`config.mk`:
```
export PLATFORM = sky130hd
export DESIGN_NAME = clic_gateway
export DESIGN_NICKNAME = d
export VERILOG_FILES = /design/src/rtl/clic_gateway.sv
export SDC_FILE = /design/constraint.sdc
export NUM_CORES = 1
export LEC_CHECK = 0
export BUFFER_PORTS_ARGS = -buffer_cell sky130_fd_sc_hd__buf_2
export CELL_PAD_IN_SITES_DETAIL_PLACEMENT = 1
export CELL_PAD_IN_SITES_GLOBAL_PLACEMENT = 1
export CORE_UTILIZATION = 35
export CTS_BUF_LIST = sky130_fd_sc_hd__clkbuf_8
export DETAILED_ROUTE_END_ITERATION = 12
export PLACE_DENSITY_LB_ADDON = 0.1
export SYNTH_ARGS = -nofsm -noshare
export SYNTH_HDL_FRONTEND = slang
export SYNTH_SLANG_ARGS = --single-unit
```
`constraint.sdc`:
```
create_clock -name clk_i -period 2.65 [get_ports clk_i]
set_input_delay 0.53 -clock clk_i [delete_from_list [all_inputs] [get_ports clk_i]]
set_output_delay 0.53 -clock clk_i [all_outputs]
set_load 0.005 [all_outputs]
```
`src/rtl/clic_gateway.sv`:
```
// clic_gateway: per-source interrupt gateway for a CLIC.
// Each raw line is synchronized and polarity-corrected. It is then either
// copied straight through (level mode) or latched as a pending bit that
// software sets and clears, or that an ack clears (edge mode). In edge mode a
// sticky overflow flag records edges that arrived while the source was
// already pending. All outputs come straight from flops.
module clic_gateway #(
    parameter int N_SOURCE    = 32,
    parameter int SYNC_STAGES = 2,
    parameter int IDW         = $clog2(N_SOURCE)
) (
    input  logic                clk_i,
    input  logic                rst_ni,
    input  logic [N_SOURCE-1:0] intr_src_i,
    input  logic [N_SOURCE-1:0] le_i,
    input  logic [N_SOURCE-1:0] pol_i,
    input  logic [N_SOURCE-1:0] sw_set_i,
    input  logic [N_SOURCE-1:0] sw_clr_i,
    input  logic                ack_valid_i,
    input  logic [IDW-1:0]      ack_id_i,
    output logic [N_SOURCE-1:0] ip_o,
    output logic [N_SOURCE-1:0] ovf_o
);

    genvar gi;
    generate
        for (gi = 0; gi < N_SOURCE; gi++) begin : g_src
            logic [SYNC_STAGES-1:0] sync_reg;
            logic                   prev_reg;
            logic                   le_reg;
            logic                   ip_reg;
            logic                   ovf_reg;
            logic                   ip_next;
            logic                   ovf_next;
            logic                   s_act;
            logic                   edge_det;
            logic                   ack_hit;
            logic                   mode_chg;

            // Active level after the synchronizer, corrected for polarity.
            // A polarity change therefore looks like an ordinary edge.
            assign s_act    = sync_reg[SYNC_STAGES-1] ^ pol_i[gi];
            assign edge_det = s_act & ~prev_reg;
            // The 32-bit compare keeps an out-of-range ID from aliasing onto
            // a real source.
            assign ack_hit  = ack_valid_i && (32'(ack_id_i) == gi);
            assign mode_chg = le_i[gi] ^ le_reg;

            // Synchronizer, edge history and the previous mode. prev_reg
            // tracks in both modes, so a mode switch never fakes an edge.
            always_ff @(posedge clk_i or negedge rst_ni) begin
                if (!rst_ni) begin
                    sync_reg <= '0;
                    prev_reg <= 1'b0;
                    le_reg   <= 1'b0;
                end else begin
                    sync_reg <= {sync_reg[SYNC_STAGES-2:0], intr_src_i[gi]};
                    prev_reg <= s_act;
                    le_reg   <= le_i[gi];
                end
            end

            // Next pending/overflow state. In the edge-mode update, a set
            // beats a clear in the same cycle so that no new edge is lost.
            always_comb begin
                ip_next  = ip_reg;
                ovf_next = ovf_reg;
                if (mode_chg) begin
                    ip_next  = le_i[gi] ? 1'b0 : s_act;
                    ovf_next = 1'b0;
                end else if (le_i[gi]) begin
                    if (edge_det || sw_set_i[gi]) begin
                        ip_next = 1'b1;
                    end else if (sw_clr_i[gi] || ack_hit) begin
                        ip_next = 1'b0;
                    end
                    if (sw_clr_i[gi]) begin
                        ovf_next = 1'b0;
                    end else if (edge_det && ip_reg && !ack_hit) begin
                        ovf_next = 1'b1;
                    end
                end else begin
                    ip_next = s_act;
                end
            end

            // Pending and overflow flops; they drive the outputs directly.
            always_ff @(posedge clk_i or negedge rst_ni) begin
                if (!rst_ni) begin
                    ip_reg  <= 1'b0;
                    ovf_reg <= 1'b0;
                end else begin
                    ip_reg  <= ip_next;
                    ovf_reg <= ovf_next;
                end
            end

            assign ip_o[gi]  = ip_reg;
            assign ovf_o[gi] = ovf_reg;
        end
    endgenerate

endmodule
```
==> Word-level counts from Yosys, hierarchy flattened <==
Cells that the tools add are included.
{ "totals": {"reg_bits": 192, "wordCells": 928, "out_inout_bits": 64, "in_bits": 168} }
{ "op_classes": {"n_reduce_logical": 289, "mux": 288, "n_eq_ne": 63, "bitwise_logic": 128} }
{ "ops": {"columns": ["op", "n"], "rows": [
  ["$mux 1", 288],
  ["$ne 4x1->1 const B", 32],
  ["$logic_and 1x1->1", 96],
  ["$reduce_bool 3->1", 32],
  ["$eq 5x5->1 const B", 16],
  ["$logic_or 1x1->1", 64],
  ["$reduce_and 2->1", 32],
  ["$reduce_bool 2->1", 32],
  ["$xor 1x1->1", 64],
  ["$eq 5x4->1 const B", 8],
  ["$and 1x1->1", 32],
  ["$logic_not 1->1", 32],
  ["$not 1->1", 32],
  ["$eq 5x3->1 const B", 4],
  ["$eq 5x2->1 const B", 2],
  ["$eq 5x1->1 const B", 1],
  ["$logic_not 5->1", 1]
]} }

==> Logic depth before layout (Yosys ltp) <==
{ "depth": {"word_depth": 8, "mapped_depth": 6, "ltp_nobuf": 6} }

==> Worst setup path after synthesis <==
Ideal clock, no wire load.
{ "synth_timing": {"path_kind": "input to register", "startpoint": "in ack_id_i[1]", "endpoint": "reg g_src[24].ip_reg", "setup_ps": 125, "path_buffers": 0, "required_ps": 2525, "t_arrival_ps": 1579, "stages": 4, "path_slack_ps": 947, "cell_sequence": "or4b_1 nor2_1 nor3_1 mux2_2"} }
{ "synth_between": {"elab_chain_len": 4} }
{ "synth_rtl": {"columns": ["element", "line", "source"], "rows": [
  ["start, declared", "20", "input logic [IDW-1:0] ack_id_i,"],
  ["$eq 5x5->1", "46", "assign ack_hit = ack_valid_i && (32'(ack_id_i) == gi);"],
  ["$logic_and 1x1->1", "46", null],
  ["$logic_or 1x1->1", "74", "end else if (sw_clr_i[gi] || ack_hit) begin"],
  ["$ne 4x1->1 (no line)", null, null],
  ["end signal, assigned", "93", "ip_reg <= ip_next;"],
  ["end, declared", "31", "logic ip_reg;"]
]} }
Every way passes these cells.
A chain may end at the register's enable or synchronous reset.

==> Worst setup path after layout <==
{ "layout_timing": {"startpoint": "reg g_src[2].ip_reg", "endpoint": "out ip_o[2]"} }
{ "layout_rtl": {"columns": ["element", "line", "source"], "rows": [
  ["start, declared", "31", null],
  ["start signal, assigned", "93", null],
  ["end, declared", "21", "output logic [N_SOURCE-1:0] ip_o,"]
]} }
No word-level cell between the ends.

==> results.md <==
- The run finished with clean final reports.
- A synthesized cell averages between 10 and 15 µm².
- The worst path required time is 2.12 ns.
- The post-synthesis to final-layout area growth is 17.72%.
- The upper clock frequency limit is 644.6 MHz.
- After synthesis the cells add up to 0.009092 mm².
- The instance count after placement with tap cells included is 1335.
- The unique cell type count in the Yosys netlist is 25.
- The clock root buffer is sky130_fd_sc_hd__clkbuf_8.
- The internal portion of total power is 4513 µW.
- Headroom to the max-slew limit came out at 0.5479.
- Walking the worst path, the cells encountered are buf_2.
- The biggest fanout along the worst timing path is 3.
- The total overflow reported by the global router is 0.
- The core region is 0.02533 mm².
- After clock tree synthesis, the setup repair step added 0 buffers.
- The via count of the first global-routing pass is 6862.
- In this run the number of H-tree levels came out at 4.
- The width of the chip is roughly 160 µm.
- In the final routed layout, each cell accounts on average for 15.98 µm.
- The cell count after synthesis came out at 834.
- After detailed routing, the number of remaining DRC violations is 0.
- The most critical setup path has its startpoint at g_src[2].ip_reg.
- The count of non-filler cells in the finished layout is approximately 1400.
- Once the clock tree was built, the resizer swapped 0 gates to a different size.
- The total of fill cells in the finished design is 2865.
- The global-route usage over all layers is 0.1730.
- The global placement routability congestion is 0.7507.
- For this configuration, the core starts out at a cell density of 0.3590.
- Dividing total power by cell area gives a power density of 586.5 mW/mm².
- Before antenna repair, the detailed router went through 4 iterations.
- The most common cell after layout, fill and taps aside is sky130_fd_sc_hd__buf_2.
- The critical path startpoint category is a flip-flop.
- The clock share of power is 0.329.
- The total of flip-flops plus latches after synthesis is 192.
- The post-CTS clock slew at the launch and capture registers of the worst setup and hold paths is 0.11 ns.
- The die covers around 0.027 mm².
- In the final layout, the share of cells above drive strength 1 is 0.2912.
- The initial antenna violation count is 3.
- The endpoint class of the critical path is an output pin.
- The final critical delay including setup and external delays is 1.551 ns.
- The clock net sink count is approximately 190.
- The y dimension of the die is 163.2 µm.
- The final-stage net count is 1256.
- The delay of the slowest critical-path stage is 0.43 ns.
- The count of buffers added on input and output ports is 231.
- In this run the critical register-to-register path is captured at g_src[1].ip_reg.
- Entering global routing, the biggest net connects 75 pins.
- For the pin with the worst max-slew slack, the measured transition is 0.6781 ns.
- Of the total power, combinational logic draws 0.149.
- The sum of net half-perimeters after detailed placement is between 15000 and 20000 µm.
- The path class of the tightest hold or removal check is input port to asynchronous set/reset pin.
- The final max-slew violation count is 0.
- Setup repair after global routing left no endpoint under its margin.
- The max capacitance violation total is 0.
- Adding up every negative setup slack in the final design gives 0 ns.
- The Yosys warning count is 0.
- Dividing the detail-routed via count by the number of cells gives 4.654.
- At the worst endpoint, the arrival time is 1.02 ns.
- When the netlist entered floorplanning its net count stood at approximately 1100.
- The combined area of the multi-input logic cells is 0.003511 mm².
- Among all stages on the critical path, the largest delay is contributed by sky130_fd_sc_hd__dfrtp_1.
- The number of buffers added by the clock tree synthesis step is 17.
- The part of the Yosys area used for sequential elements is 0.5284.
- Setup violations remaining at the end of the flow were counted as 0.
- The worst clock skew is ~0.019 ns.
- The clock latency on the worst-skew pair is 0.46 ns.
- Across all register-to-register paths, the minimum setup slack is between 1 and 1.5 ns.
- Of the total power, registers draw 0.521.
- Setup slack closes at 1.099 ns.
- In the layout the commonest cells are sky130_fd_sc_hd__buf_2, sky130_fd_sc_hd__dfrtp_1, sky130_fd_sc_hd__nor2_1, sky130_fd_sc_hd__inv_1, sky130_fd_sc_hd__nand2_1.
- Counting both buffers and inverters, the worst setup path holds a total of 1.
- During I/O placement, the number of pins put on the boundary was 232.
- The category of the critical setup timing path is flip-flop to output pin.
- In the finished design, the share of the clock period the worst path needs comes to 0.5854.
- The aggregate routed wire length is 21880 µm.
- The number of cells on the worst reg-to-reg path is 5.
- The overall power of the completed layout is roughly 6300 µW.
- The first-pass GRT wire length is 35330 µm.
- The net switching component of the power is 1765 µW.
- The worst slack at placement is 0.6410 ns.
- For this design, the CTS-stage hold fixing added 0 buffers.
- The clock tree from TritonCTS is yes.
- The cell family contributing the most delay on the critical path is flip-flops.
- The share of total power consumed by net switching is 0.2811.
- In this run the critical register-to-register path is launched from g_src[1].sync_reg[1].
- In this run the deepest clock path goes through 2 buffers.
- The register with the most flip-flops in the layout has 64 of them.
- For this design the static power due to leakage is ~0.0056 µW.
- The maximum resistive drop on vdd is about 0.00032 V.
- The number of nets with antenna violations after routing is 0.
- The number of hold violations in the final report is 0.
- Summing all flip-flop and latch instances after layout gives 0.004805 mm².
- The final route contains 6372 vias.
- The number of rows created at floorplan is 58.
- The post-layout utilization of the core is 0.4226.
- After the first detailed-routing iteration, the DRC count stood at approximately 250.
[final cells by class]
class	count	area share
clock buffer	18	0.02314
sequential	192	0.4489
multi-input combinational	499	0.3280
inverter	76	0.02665
antenna	2	0.0004676
timing repair buffer	238	0.1184
clock inverter	14	0.01590
tap	330	0.03857
[synth_stat cells]
master | number | share of area
sky130_fd_sc_hd__o22ai_1 | 2 | 0.0014
sky130_fd_sc_hd__nand2_1 | 72 | 0.030
sky130_fd_sc_hd__xnor2_1 | 1 | 0.00096
sky130_fd_sc_hd__nor4bb_1 | 31 | 0.034
sky130_fd_sc_hd__nand4_1 | 1 | 0.00069
sky130_fd_sc_hd__o21ai_0 | 52 | 0.029
sky130_fd_sc_hd__nand2b_1 | 2 | 0.0014
sky130_fd_sc_hd__ha_1 | 64 | 0.088
sky130_fd_sc_hd__nor2_1 | 94 | 0.039
sky130_fd_sc_hd__a32o_1 | 11 | 0.012
sky130_fd_sc_hd__nand4bb_1 | 3 | 0.0037
sky130_fd_sc_hd__buf_4 | 64 | 0.053
sky130_fd_sc_hd__or2_2 | 1 | 0.00069
sky130_fd_sc_hd__o22a_1 | 32 | 0.031
sky130_fd_sc_hd__mux2_2 | 32 | 0.040
sky130_fd_sc_hd__nand4b_1 | 3 | 0.0029
sky130_fd_sc_hd__nor3_1 | 32 | 0.018
sky130_fd_sc_hd__nor4b_1 | 1 | 0.00096
sky130_fd_sc_hd__inv_1 | 76 | 0.031
sky130_fd_sc_hd__nor2b_1 | 32 | 0.022
sky130_fd_sc_hd__a2bb2oi_1 | 1 | 0.00096
sky130_fd_sc_hd__dfrtp_1 | 192 | 0.53
sky130_fd_sc_hd__clkbuf_1 | 3 | 0.0012
sky130_fd_sc_hd__xor2_1 | 31 | 0.030
sky130_fd_sc_hd__or4b_1 | 1 | 0.0011
[kinds of logic after synthesis]
kind of cell | after synthesis | share of synthesized area
AO/OA/AOI/OAI | 98 | 0.07390
XOR/XNOR | 32 | 0.03082
adder cells (fa/ha/maj) | 64 | 0.08807
buffers and inverters | 143 | 0.08545
flip-flops | 192 | 0.5284
multiplexers | 32 | 0.03963
AND/OR/NAND/NOR | 273 | 0.1537
[power by group through the flow]
| stage | registers (µW) | logic [µW] | clock network (µW) |
|---|---|---|---|
| final | 3270 | 937 | 2070 |
| after global routing | 3310 | 1070 | 2290 |
| after CTS | 3280 | 964 | 2170 |
| after detailed placement | 3340 | 959 | 0 |
| after global placement | 3330 | 946 | 0 |
| after floorplan | 3290 | 607 | 0 |
[metal layers]
layer	global-route usage	share of wire
met5	0	0.0011
met1	0.2150	0.45
met3	0.05739	0.062
met2	0.2912	0.48
met4	0.03526	0.0048
[per-stage QoR]
step	hold WS, ns	instance area (µm²)
5_1_grt	0.09627	10700
6_report	0.08048	10700
3_3_place_gp	0.3312	10280
4_1_cts	0.09606	10700
3_5_place_dp	0.3356	10280
2_1_floorplan	0.2344	9092
[worst max-delay path by stage]
stage                       endpoint  cells after the start
floorplan           g_src[24].ip_reg                      4
global placement    g_src[24].ip_reg                      5
detailed placement  g_src[24].ip_reg                      5
CTS                          ip_o[2]                      1
global route                ip_o[11]                      1
finish                       ip_o[2]                      1
Power figures use the tool's default switching activity.
